File: src/rtl/spi_frame_receiver.sv
// SPI (mode 0) pixel stream receiver that writes completed pixel words into a
// double-buffered frame RAM and swaps banks only after a complete, well-formed frame.
module spi_frame_receiver #(
   parameter int BITS_PER_PIXEL   = 16,
   parameter int ADDR_WIDTH       = 10,
   parameter int PIXELS_PER_FRAME = 1024
) (
   input  logic                      clk,
   input  logic                      reset,
   input  logic                      spi_clk,
   input  logic                      spi_mosi,
   input  logic                      spi_ss,
   output logic                      wr_en,
   output logic [ADDR_WIDTH-1:0]     wr_addr,
   output logic [BITS_PER_PIXEL-1:0] wr_data,
   output logic                      wr_bank,
   output logic                      frame_done,
   output logic                      frame_error
);
   localparam int BIT_W = (BITS_PER_PIXEL > 1) ? $clog2(BITS_PER_PIXEL) : 1;
   localparam int PIX_W = ADDR_WIDTH + 1;

   typedef enum logic [1:0] {WAIT_IDLE, IDLE, SHIFT, FRAME_END} state_t;

   logic sclk_s1_reg, sclk_s2_reg, sclk_s3_reg;
   logic mosi_s1_reg, mosi_s2_reg;
   logic ss_s1_reg, ss_s2_reg;
   logic strobe_reg, mosi_d_reg, ss_d_reg;
   logic edge_strobe;

   state_t                    state_reg, state_next;
   logic [BIT_W-1:0]          bit_cnt_reg, bit_cnt_next;
   logic [PIX_W-1:0]          pixel_cnt_reg, pixel_cnt_next;
   logic [BITS_PER_PIXEL-1:0] shift_reg, shift_next;
   logic                      overrun_reg, overrun_next;
   logic                      wr_en_reg, wr_en_next;
   logic [ADDR_WIDTH-1:0]     wr_addr_reg, wr_addr_next;
   logic [BITS_PER_PIXEL-1:0] wr_data_reg, wr_data_next;
   logic                      wr_bank_reg, wr_bank_next;
   logic                      frame_done_reg, frame_done_next;
   logic                      frame_error_reg, frame_error_next;
   logic [BITS_PER_PIXEL-1:0] shifted_word;

   assign edge_strobe  = sclk_s2_reg & ~sclk_s3_reg;
   assign shifted_word = {shift_reg[BITS_PER_PIXEL-2:0], mosi_d_reg};

   // Strobe, data and select are retimed together so an edge coincident with
   // the select rising is still seen while the FSM is in SHIFT.
   always_ff @(posedge clk or posedge reset) begin
      if (reset) begin
         sclk_s1_reg <= 1'b0;
         sclk_s2_reg <= 1'b0;
         sclk_s3_reg <= 1'b0;
         mosi_s1_reg <= 1'b0;
         mosi_s2_reg <= 1'b0;
         ss_s1_reg   <= 1'b0;
         ss_s2_reg   <= 1'b0;
         strobe_reg  <= 1'b0;
         mosi_d_reg  <= 1'b0;
         ss_d_reg    <= 1'b0;
      end else begin
         sclk_s1_reg <= spi_clk;
         sclk_s2_reg <= sclk_s1_reg;
         sclk_s3_reg <= sclk_s2_reg;
         mosi_s1_reg <= spi_mosi;
         mosi_s2_reg <= mosi_s1_reg;
         ss_s1_reg   <= spi_ss;
         ss_s2_reg   <= ss_s1_reg;
         strobe_reg  <= edge_strobe;
         mosi_d_reg  <= mosi_s2_reg;
         ss_d_reg    <= ss_s2_reg;
      end
   end

   always_ff @(posedge clk or posedge reset) begin
      if (reset) begin
         state_reg       <= WAIT_IDLE;
         bit_cnt_reg     <= '0;
         pixel_cnt_reg   <= '0;
         shift_reg       <= '0;
         overrun_reg     <= 1'b0;
         wr_en_reg       <= 1'b0;
         wr_addr_reg     <= '0;
         wr_data_reg     <= '0;
         wr_bank_reg     <= 1'b0;
         frame_done_reg  <= 1'b0;
         frame_error_reg <= 1'b0;
      end else begin
         state_reg       <= state_next;
         bit_cnt_reg     <= bit_cnt_next;
         pixel_cnt_reg   <= pixel_cnt_next;
         shift_reg       <= shift_next;
         overrun_reg     <= overrun_next;
         wr_en_reg       <= wr_en_next;
         wr_addr_reg     <= wr_addr_next;
         wr_data_reg     <= wr_data_next;
         wr_bank_reg     <= wr_bank_next;
         frame_done_reg  <= frame_done_next;
         frame_error_reg <= frame_error_next;
      end
   end

   always_comb begin
      state_next       = state_reg;
      bit_cnt_next     = bit_cnt_reg;
      pixel_cnt_next   = pixel_cnt_reg;
      shift_next       = shift_reg;
      overrun_next     = overrun_reg;
      wr_en_next       = 1'b0;
      wr_addr_next     = wr_addr_reg;
      wr_data_next     = wr_data_reg;
      wr_bank_next     = wr_bank_reg;
      frame_done_next  = 1'b0;
      frame_error_next = 1'b0;
      case (state_reg)
         WAIT_IDLE: begin
            if (ss_d_reg) state_next = IDLE;
         end
         IDLE: begin
            if (!ss_d_reg) begin
               state_next     = SHIFT;
               bit_cnt_next   = '0;
               pixel_cnt_next = '0;
            end
         end
         SHIFT: begin
            if (strobe_reg) begin
               shift_next = shifted_word;
               if (bit_cnt_reg == BIT_W'(BITS_PER_PIXEL - 1)) begin
                  bit_cnt_next = '0;
                  // A full frame saturates the pixel count; extra pixels are dropped.
                  if (pixel_cnt_reg == PIX_W'(PIXELS_PER_FRAME)) begin
                     overrun_next = 1'b1;
                  end else begin
                     wr_en_next     = 1'b1;
                     wr_addr_next   = pixel_cnt_reg[ADDR_WIDTH-1:0];
                     wr_data_next   = shifted_word;
                     pixel_cnt_next = pixel_cnt_reg + PIX_W'(1);
                  end
               end else begin
                  bit_cnt_next = bit_cnt_reg + BIT_W'(1);
               end
            end
            if (ss_d_reg) state_next = FRAME_END;
         end
         FRAME_END: begin
            if (pixel_cnt_reg == PIX_W'(PIXELS_PER_FRAME) && bit_cnt_reg == '0 && !overrun_reg) begin
               frame_done_next = 1'b1;
               wr_bank_next    = ~wr_bank_reg;
            end else begin
               frame_error_next = 1'b1;
            end
            overrun_next = 1'b0;
            state_next   = IDLE;
         end
         default: state_next = WAIT_IDLE;
      endcase
   end

   assign wr_en       = wr_en_reg;
   assign wr_addr     = wr_addr_reg;
   assign wr_data     = wr_data_reg;
   assign wr_bank     = wr_bank_reg;
   assign frame_done  = frame_done_reg;
   assign frame_error = frame_error_reg;
endmodule

File: config.mk
export PLATFORM = sky130hd
export DESIGN_NAME = spi_frame_receiver
export DESIGN_NICKNAME = d
export VERILOG_FILES = /design/src/rtl/spi_frame_receiver.sv
export SDC_FILE = /design/constraint.sdc
export NUM_CORES = 1
export LEC_CHECK = 0
export ABC_AREA = 1
export CAP_MARGIN = 20
export CORE_MARGIN = 2
export CORE_UTILIZATION = 55
export DETAILED_ROUTE_END_ITERATION = 8
export HOLD_SLACK_MARGIN = 0.08
export PLACE_DENSITY = 0.87
export SLEW_MARGIN = 20
export SYNTH_ARGS = -nofsm -noshare
export SYNTH_HDL_FRONTEND = slang
export SYNTH_SLANG_ARGS = --single-unit
File: constraint.sdc
create_clock -name clk -period 6.2 [get_ports clk]
set_input_delay 0.62 -clock clk [delete_from_list [all_inputs] [get_ports clk]]
set_output_delay 0.62 -clock clk [all_outputs]
set_load 0.01 [all_outputs]
# Word-level counts from Yosys, hierarchy flattened
# Index checks and enable logic that the tools add are counted.
[totals]
out_inout_bits = 30
regBits = 73
inputBits = 5
[classes]
eq_ne = 12
n_bitwise = 4
addsub = 2
n_reduce_logical = 14
muxes = 25
[ops]
columns = ["cell", "count"]
rows = [
  ["two-way mux 11 bit", 4],
  ["case mux 11 bit (2 select lines)", 1],
  ["inequality test 2 bit (second input constant)", 7],
  ["two-way mux 4 bit", 3],
  ["adder 11 x 1 -> 11 bit (second input constant)", 1],
  ["== test 11 bit (second input constant)", 1],
  ["two-way mux 1 bit", 11],
  ["case mux 2 bit (4 select lines)", 1],
  ["case mux 4 bit (2 select lines)", 1],
  ["AND reduction 4 bit", 2],
  ["two-way mux 2 bit", 3],
  ["AND reduction 3 bit", 2],
  ["AND reduction 5 bit", 1],
  ["adder 4 x 1 -> 4 bit (second input constant)", 1],
  ["== test 2 bit (second input constant)", 2],
  ["== test 4 bit (second input constant)", 1],
  ["zero test 4 bit", 1],
  ["AND reduction 2 bit", 2],
  ["nonzero test 2 bit", 2],
  ["inverter 1 bit", 3],
  ["== test 2 x 1 -> 1 bit (second input constant)", 1],
  ["logical AND 1 bit", 2],
  ["zero test 2 bit", 1],
  ["case mux 1 bit (2 select lines)", 1],
  ["other kinds (2)", 2],
]

# Logic depth before layout (Yosys ltp)
# Gate-level depths: netlist of run 1.
[logic_depth]
depth_word = 5
depth_mapped = 11
ltp_nobuf = 10

# Worst setup path before layout of run 1
# No wires, ideal clock.
[synth_timing]
path_kind = "reg2reg"
start = "register state_reg[0]"
end = "register pixel_cnt_reg[2]"
required_ps = 6082
path_stages_with_launch = 11
t_arrival_ps = 1462
slack_ps = 4621
path_buffers = 2
path_cell_list = "dfrtp_1 -> inv_1 -> ha_1 -> buf_4 -> nand2_1 -> nand3_2 -> nor2_4 -> nand2_2 -> buf_6 -> nand2_1 -> o21ai_2"
[synth_via]
elab_chain_len = 3
elab_cells_between_ends = 9
classes_between = "eq/ne: 6; mux: 1; reduce/logical: 2"
[synth_rtl]
columns = ["item", "line", "source"]
rows = [
  ["start: declaration", "31", "state_t state_reg, state_next;"],
  ["start signal: assignment", "89", "state_reg <= state_next;"],
  ["== test 2 bit or == test 2 x 1 -> 1 bit (tied branches)", "115", "case (state_reg)"],
  ["inequality test 2 bit (no source line) or nonzero test 2 bit (tied branches)", "n/a", ""],
  ["AND reduction 5 bit (no source line)", "n/a", ""],
  ["end signal: assignment", "91", "pixel_cnt_reg <= pixel_cnt_next;"],
  ["end: declaration", "33", "logic [PIX_W-1:0] pixel_cnt_reg, pixel_cnt_next;"],
]
# Parallel ways exist; a longest one is shown, timed or not.
# A chain may end at the register's enable or synchronous reset.

# Final worst setup path of run 1
[layout_timing]
start = "register state_reg[0]"
end = "register wr_data_reg[15] (netlist: wr_data[15])"
[layout_via]
elab_chain_len = 2
[layout_rtl]
columns = ["item", "line", "source"]
rows = [
  ["== test 2 bit", "115", ""],
  ["AND reduction 4 bit (no source line)", "n/a", ""],
  ["end signal: assignment", "96", "wr_data_reg <= wr_data_next;"],
  ["end: declaration", "38", "logic [BITS_PER_PIXEL-1:0] wr_data_reg, wr_data_next;"],
]
# No other way between the ends.

==> results of run 1 <==
-- worst reg2reg max path, cell delays in order, from the launching register on --
cell and delay (ns):
dfrtp_1 0.42, inv_1 0.10, ha_1 0.53, nand2_1 0.64
nor2_2 0.36, nand2_4 0.29, inv_1 0.24, nand2_1 0.08
nand2_1 0.07
-- routing by layer --
metal  vias up  GRT usage
met5         -          0
met1      1099      0.255
met2        61      0.340
met3        14     0.0645
li1       1149          -
met4         0     0.0879
-- cell usage after synthesis (2+ instances only) --
cell type / n / area [um2]
buf_6: 2 / 22.5
a21oi_1: 5 / 25.0
o21ai_2: 12 / 105
inv_2: 3 / 11.3
nand3_1: 16 / 80.1
nand2_2: 2 / 12.5
nand4_1: 3 / 18.8
buf_2: 3 / 15.0
dfrtp_1: 73 / 1830
ha_1: 8 / 100
inv_1: 40 / 150
nor2_1: 18 / 67.6
o21ai_1: 2 / 10.0
nor2_4: 2 / 22.5
clkbuf_1: 4 / 15.0
o21ai_0: 38 / 190
nand2_1: 102 / 383
xor2_1: 2 / 17.5
-- area by class of cell --
class,instances,share of cell area
clock buffers,9,0.0333
inverters,43,0.0434
well taps,72,0.0243
clock inverters,7,0.0205
repair buffers,35,0.0936
flip-flops and latches,73,0.492
multi-input cells,216,0.293
-- metrics by stage --
stage | setup slack, ns | instance area, um2 | instances | util
2_1_floorplan | 3.73 | 3150 | 343 | -
3_3_place_gp | 3.57 | 3510 | 439 | 0.638
3_5_place_dp | 3.45 | 3510 | 439 | 0.638
4_1_cts | 3.39 | 3710 | 455 | 0.675
5_1_grt | 3.00 | 3710 | 455 | 0.675
6_report | 3.40 | 3710 | 455 | 0.675
-- cell families (layout without fill, tap and decap cells) --
group                      after synthesis  in the layout  synth area share
DFF                                     73             73             0.580
xor gates and xnor gates                 2              2           0.00556
and+or+nand+nor                        149            149             0.203
buffers and inverters                   54             94            0.0750
adders and majority gates                8              8            0.0318
AOI/OAI and AO/OA                       57             57             0.105
-- worst max-delay path by stage --
stage / slack, ns / cells after the start / startpoint / end
global placement: 3.57 / 8 / state_reg[0] / wr_addr[4]
detailed placement: 3.45 / 8 / state_reg[0] / wr_data[15]
CTS: 3.39 / 8 / state_reg[0] / wr_data[15]
floorplan: 3.73 / 1 / reset / bit_cnt_reg[0]
finish: 3.40 / 8 / state_reg[0] / wr_data[15]
global route: 3.00 / 8 / state_reg[0] / wr_data[15]
-- where the power goes --
| group | internal (mW) | switching, mW |
|---|---|---|
| Combinational | 0.0729 | 0.166 |
| Clock | 0.188 | 0.183 |
| Sequential | 0.515 | 0.0278 |
==> metrics.yaml, run 1 <==
via_per_inst: 5.11
worstSetupEndpointType: "flip-flop"
top_layer: "met4"
postSynthCellCount: 343
die_x_um: 79.7
fmax_mhz: 357
post_cts_buffers: 0
rows: 27
ant_nets: 0
gp_congestion: 0.929
synth-edff-count: 0
cts-root-buf: "clkbuf_8"
crit_fanout: 49
synth-seq-area-share: 0.580
grt_first_pass_wirelength_um: 10000
ctsLongestPathBuffers: 2
wl_met1_um: 2480
layout_commonest_cell: "nand2_1"
seq_area_um2: 1830
total_leakage_power_nw: 1.73
wl_um: 5750
path_class: "reg2reg"
area_growth_pct: 17.9
path_cells: "inv_1 -> ha_1 -> nand2_1 -> nor2_2 -> nand2_4 -> inv_1 -> nand2_1 -> nand2_1"
fill_cells: 429
max-vdd-ir-drop_mv: 0.200
die_h_um: 79.7
final_layout_size_suffix_gt1_frac: 0.107
ctsResizeCount: 0
dr.pass1.iters: 4
clock-sinks: 73
hold_class: "reg2reg"
nets: 391
fp.dieArea_um2: 6350
dr_wl_met3_um: 322
maxCapViolCount: 0
synthArstFlopShare: 1.00
cpMostUsedCell: "nand2_1"
hold_viol: 0
multiInputGateArea_um2: 1090
largest_reg_flops: 16
tns_ns: 0
diodes: 0
fin_crit_sh: 0.452
worstMarginPinSlew_ns: 0.878
yosys_warnings: 0
core_um2: 5510
cp-start-kind: "flip-flop"
cp.arrival_ns: 3.09
outcome: "completed"
layout_common_cells: "nand2_1 (102), dfrtp_1 (73), inv_1 (39)"
syn-cell-area_um2: 3150
r2r_cells: 8
worstHoldEndpoint: "mosi_s2_reg"
rsz0062_at_grt: "no"
hp-start: "mosi_s1_reg"
grt_usage: 0.208
vias: 2323
path_buf_inv: 2
slowest_stage: "nand2_1"
slew_viol_final: 0
boundaryPins: 35
htreeDepth: 3
ys_ff_latch: 73
antenna_found_initial: 0
routedWlPerCell_um: 12.6
cts_hold_buf: 0
clkTransAtPathRegs_ns: 0.08
initial_core_util: 0.572
crit-reg2reg-capture: "wr_data[15]"
crit_required_ns: 6.49
reg2reg_slack_ns: 3.40
dp.final_hpwl_um: 3940
hold_depth: 0
port_buffers: 34
mappedNetlistNets: 356
clk_latency_ns: 0.35
cts_buffers: 9
cts_tree: "built"
setup_viol: 0
grt_max_degree: 74
fin_crit_ns: 2.80
skew_ns: 0.0101
critPathTopFamily: "simple AND/OR/NAND/NOR gates"
r2r-start: "state_reg[0]"
slew_headroom: 0.415
grt_pass1_vias: 2232
drt-initial-drc-count: 191
wl_met2_um: 2830
power.total_mw: 1.15
ys_types: 26
avgSynthCellArea_um2: 9.19
ys.flop_type: "dfrtp_1"
hold_ws_ns: 0.358
power_density_nw_per_um2: 310
grt-ovfl-total: 0
cpPeakStageDelay_ns: 0.64
drc: 0
No activity file was read; power rests on OpenSTA's default activity.
==> run 2: changes to the inputs <==
Clock period 6.2 ns to 2.8 ns, I/O delays scaled along.
==> run 2 against run 1 <==
  * Sequential share of layout area is 0.21 points lower
  * Non-clock buffer count increased by 1
  * Cell area up 0.44%
  * Largest cell class unchanged
  * Utilization is 0.30 points higher
  * Power rose by 120%
  * Cell count is 0.22% higher
  * Combinational power up 120%
  * Sequential cell count unchanged
  * Global-route usage decreased by 0.60 points
  * Critical path depth unchanged
  * Critical path type unchanged
==> metrics.yaml, run 2 (synthesized netlist as in run 1, its figures left out) <==
finalWorstSetupSlack_ns: 0.602
layoutNonFillerInstCount: 456
fill_cells: 415
grt_first_pass_wirelength_um: 9630
routedWlPerCell_um: 11.9
cts_hold_buf: 0
p_comb_frac: 0.207
crit_fanout: 49
total_leakage_power_nw: 1.74
drt-initial-drc-count: 194
rsz0062_at_grt: "no"
port_buffers: 34
die_h_um: 79.7
path_class: "reg2reg"
cts_tree: "built"
layout_common_cells: "nand2_1 (102), dfrtp_1 (73), inv_1 (39)"
seq_area_um2: 1830
drc: 0
p_int_mw: 1.74
nets: 392
ctsResizeCount: 0
slew_viol_final: 0
rows: 27
clkPwrFrac: 0.320
final_layout_size_suffix_gt1_frac: 0.104
netSwitchingFraction: 0.314
cp-start-kind: "flip-flop"
cts_buffers: 9
fp.dieArea_um2: 6350
dp.final_hpwl_um: 3730
clkTransAtPathRegs_ns: 0.07
busiest_layer: "met2"
grt_use_met3: 0.0464
grt_use_met1: 0.240
multiInputGateArea_um2: 1090
worstMarginPinSlew_ns: 0.581
worstSetupEndpointType: "flip-flop"
antenna_found_initial: 0
die_x_um: 79.7
area_growth_pct: 18.4
p_sw_mw: 0.797
slew_headroom: 0.613
diodes: 0
grt-ovfl-total: 0
grt_pass1_vias: 2230
place_area_um2: 3530
via_per_inst: 5.03
dr.pass1.iters: 4
grt_usage: 0.202
use_met2: 0.330
setup_viol: 0
dp_cells: 440
cp.arrival_ns: 2.48
layout_commonest_cell: "nand2_1"
seq_power_share: 0.473
crit_required_ns: 3.08
stdcell_area_um2: 3730
fmax_mhz: 455
boundaryPins: 35
vias: 2292
ctsLongestPathBuffers: 2
tns_ns: 0
hold_viol: 0
ant_nets: 0
preCtsSetupSlack_ns: 0.652
skew_ns: 0.00772
fin_crit_ns: 2.20
hold_class: "in2async"
fin_crit_sh: 0.785
wl_um: 5420
core_um2: 5510
power_density_nw_per_um2: 681
initial_core_util: 0.572
grt_max_degree: 55
maxCapViolCount: 0
clk_latency_ns: 0.35
outcome: "completed"
post_cts_buffers: 0
clock-sinks: 73
gp_congestion: 0.913
max-vdd-ir-drop_mv: 0.418
largest_reg_flops: 16
htreeDepth: 3
cts-root-buf: "clkbuf_8"
[run 2: cell types whose count changed in the layout (fill, tap and decap cells not counted), sizes merged]
cell	delta
inv	-1
clkinvlp	-1
clkinv	-1
buf	+1
clkbuf	+3
[run 2: metal layers]
| metal | vias up | wire [um] |
|---|---|---|
| li1 | 1145 | - |
| met1 | 1083 | 2450 |
| met2 | 54 | 2640 |
| met3 | 10 | 227 |
| met4 | 0 | 111 |
| met5 | - | 0 |
[run 2: final timing paths]
path | from | end | slack (ns) | cells past startpoint
max | state_reg[0] | wr_addr[2] | 0.60 | 8
min | reset | shift_reg[5] | 0.24 | 2
max reg2reg | state_reg[0] | wr_addr[2] | 0.60 | 8
min reg2reg | mosi_s2_reg | mosi_d_reg | 0.35 | 0
max in group asynchronous | reset | pixel_cnt_reg[10] | 1.95 | 3
min in group clk | mosi_s2_reg | mosi_d_reg | 0.35 | 0
[run 2: cell type report]
class | count | area share
Sequential cell | 73 | 0.490
Multi-Input combinational cell | 216 | 0.292
Timing Repair Buffer | 36 | 0.0986
Inverter | 43 | 0.0433
Clock buffer | 12 | 0.0389
Tap cell | 72 | 0.0241
Clock inverter | 4 | 0.0137
[run 2: worst max-delay path, cell delays in order (launching register included)]
cell	delay, ns
dfrtp_1	0.42
inv_1	0.10
ha_1	0.53
nand2_1	0.17
nor2_2	0.22
nand2_4	0.29
inv_1	0.25
nand2_1	0.08
nand2_1	0.06
[run 2: metrics by stage]
stage	hold slack, ns	util	power (mW)
CTS	0.239	0.678	2.57
detailed placement	0.337	0.642	1.75
floorplan	0.311	-	1.65
global route	0.272	0.678	2.71
global placement	0.333	0.642	1.72
finish	0.236	0.678	2.54
[run 2: power groups by stage]
| stage | clock, mW | combinational (mW) | sequential [mW] |
|---|---|---|---|
| finish | 0.813 | 0.526 | 1.20 |
| global route | 0.885 | 0.609 | 1.21 |
| CTS | 0.834 | 0.533 | 1.20 |
| detailed placement | 0 | 0.528 | 1.22 |
| global placement | 0 | 0.509 | 1.21 |
| floorplan | 0 | 0.437 | 1.21 |
==> run 3: changes to the inputs <==
Settings changed: CORE_UTILIZATION 55 to 50, PLACE_DENSITY 0.87 to 0.84.
Clock period 2.8 ns to 1.89 ns, I/O delays scaled along.
==> run 3 against run 2 <==
  * Power increased by 48%
  * Clock power up 40%
  * Sequential share of layout area shrank 0.92 points
  * Non-clock buffer count is 5 higher
  * Via count is 2.4% higher
  * Sequential power grew 48%
  * Register-to-register slack got worse by 0.42 ns
==> metrics.yaml, run 3 (synthesized netlist as in run 1, its figures left out) <==
ant_nets: 0
worstMarginPinSlew_ns: 0.506
outcome: "completed"
fmax_mhz: 584
clkTransAtPathRegs_ns: 0.07
cp.arrival_ns: 1.98
hold_viol: 0
fin_util: 0.635
vias: 2347
rows: 28
slew_headroom: 0.662
cts_tree: "built"
die_h_um: 83.4
tns_ns: 0
dp.final_hpwl_um: 4190
use_met2: 0.312
grt_max_degree: 34
dr.pass1.iters: 4
busiest_layer: "met2"
max-vdd-ir-drop_mv: 0.724
routedWlPerCell_um: 12.7
crit_fanout: 22
total_leakage_power_nw: 1.77
wl_um: 5870
clk_latency_ns: 0.34
largest_reg_flops: 16
grt_pass1_vias: 2302
crit_required_ns: 2.15
cts-root-buf: "clkbuf_8"
port_buffers: 34
skew_ns: 0.00732
boundaryPins: 35
layout_common_cells: "nand2_1 (102), dfrtp_1 (73), inv_1 (39)"
antenna_found_initial: 0
core_um2: 5990
rsz0062_at_grt: "no"
path_class: "reg2reg"
grt_use_met3: 0.0527
grt_use_met1: 0.224
diodes: 0
multiInputGateArea_um2: 1100
ctsLongestPathBuffers: 2
fill_cells: 479
die_x_um: 83.4
cp-start-kind: "flip-flop"
clock-sinks: 73
via_per_inst: 5.07
htreeDepth: 3
drc: 0
drt-initial-drc-count: 183
grt_usage: 0.186
fin_crit_ns: 1.71
grt_first_pass_wirelength_um: 10300
nets: 397
fp.dieArea_um2: 6950
final_layout_size_suffix_gt1_frac: 0.113
hold_class: "in2async"
initial_core_util: 0.526
preCtsSetupSlack_ns: 0.0573
cts_hold_buf: 0
gp_congestion: 0.858
finalWorstSetupSlack_ns: 0.179
maxCapViolCount: 0
worstSetupEndpointType: "flip-flop"
slew_viol_final: 0
setup_viol: 0
fin_crit_sh: 0.905
power_density_nw_per_um2: 990
grt-ovfl-total: 0
cts_buffers: 9
seq_area_um2: 1830
layout_commonest_cell: "nand2_1"
area_growth_pct: 20.6
[run 3: critical path: stages (launching register included)]
cell and delay (ns):
dfrtp_1 0.43, inv_1 0.10, ha_1 0.15, nand2_1 0.07
nor3_4 0.20, nand2_2 0.15, nand2_4 0.20, buf_12 0.18
nand2_1 0.07, o21ai_0 0.07
[run 3: layout make-up]
class / count / area share
Tap cell: 75 / 0.0247
Timing Repair Buffer: 41 / 0.116
Clock inverter: 3 / 0.0112
Clock buffer: 12 / 0.0355
Inverter: 43 / 0.0434
Multi-Input combinational cell: 216 / 0.288
Sequential cell: 73 / 0.480
[run 3: where the power goes]
group / internal [mW] / switching, mW / leakage (nW) / total [mW]
clock network: 0.602 / 0.541 / 0.0864 / 1.14
logic: 0.281 / 0.558 / 0.694 / 0.839
registers: 1.69 / 0.0902 / 0.985 / 1.78
[run 3: stage by stage]
stage               area, um2  total power, mW  hold WS (ns)  cells
floorplan                3160             2.44         0.220    343
global placement         3620             2.59         0.332    448
detailed placement       3620             2.64         0.335    448
CTS                      3790             3.77         0.230    463
global route             3800             3.98         0.269    463
finish                   3800             3.76         0.226    463
[run 3: final timing paths]
check	from	end	slack (ns)	cells after the start
hold / removal	reset	wr_data[7]	0.23	2
setup reg to reg	pixel_cnt_reg[0]	wr_data[7]	0.18	9
min in group clk	spi_mosi	mosi_s1_reg	0.28	1
setup / recovery	pixel_cnt_reg[0]	wr_data[7]	0.18	9
max in group asynchronous	reset	wr_addr[7]	1.14	3
hold reg to reg	mosi_s2_reg	mosi_d_reg	0.34	0
[run 3: what timing repair did]
action,4_1_cts,5_1_grt
setup endpoints to repair,0,16
setup buffers,0,0
resized for setup,0,2
[run 3: layer usage]
| metal | up-vias | share of wire |
|---|---|---|
| met5 | - | 0 |
| met3 | 11 | 0.041 |
| met2 | 49 | 0.51 |
| li1 | 1151 | - |
| met4 | 0 | 0.018 |
| met1 | 1136 | 0.43 |
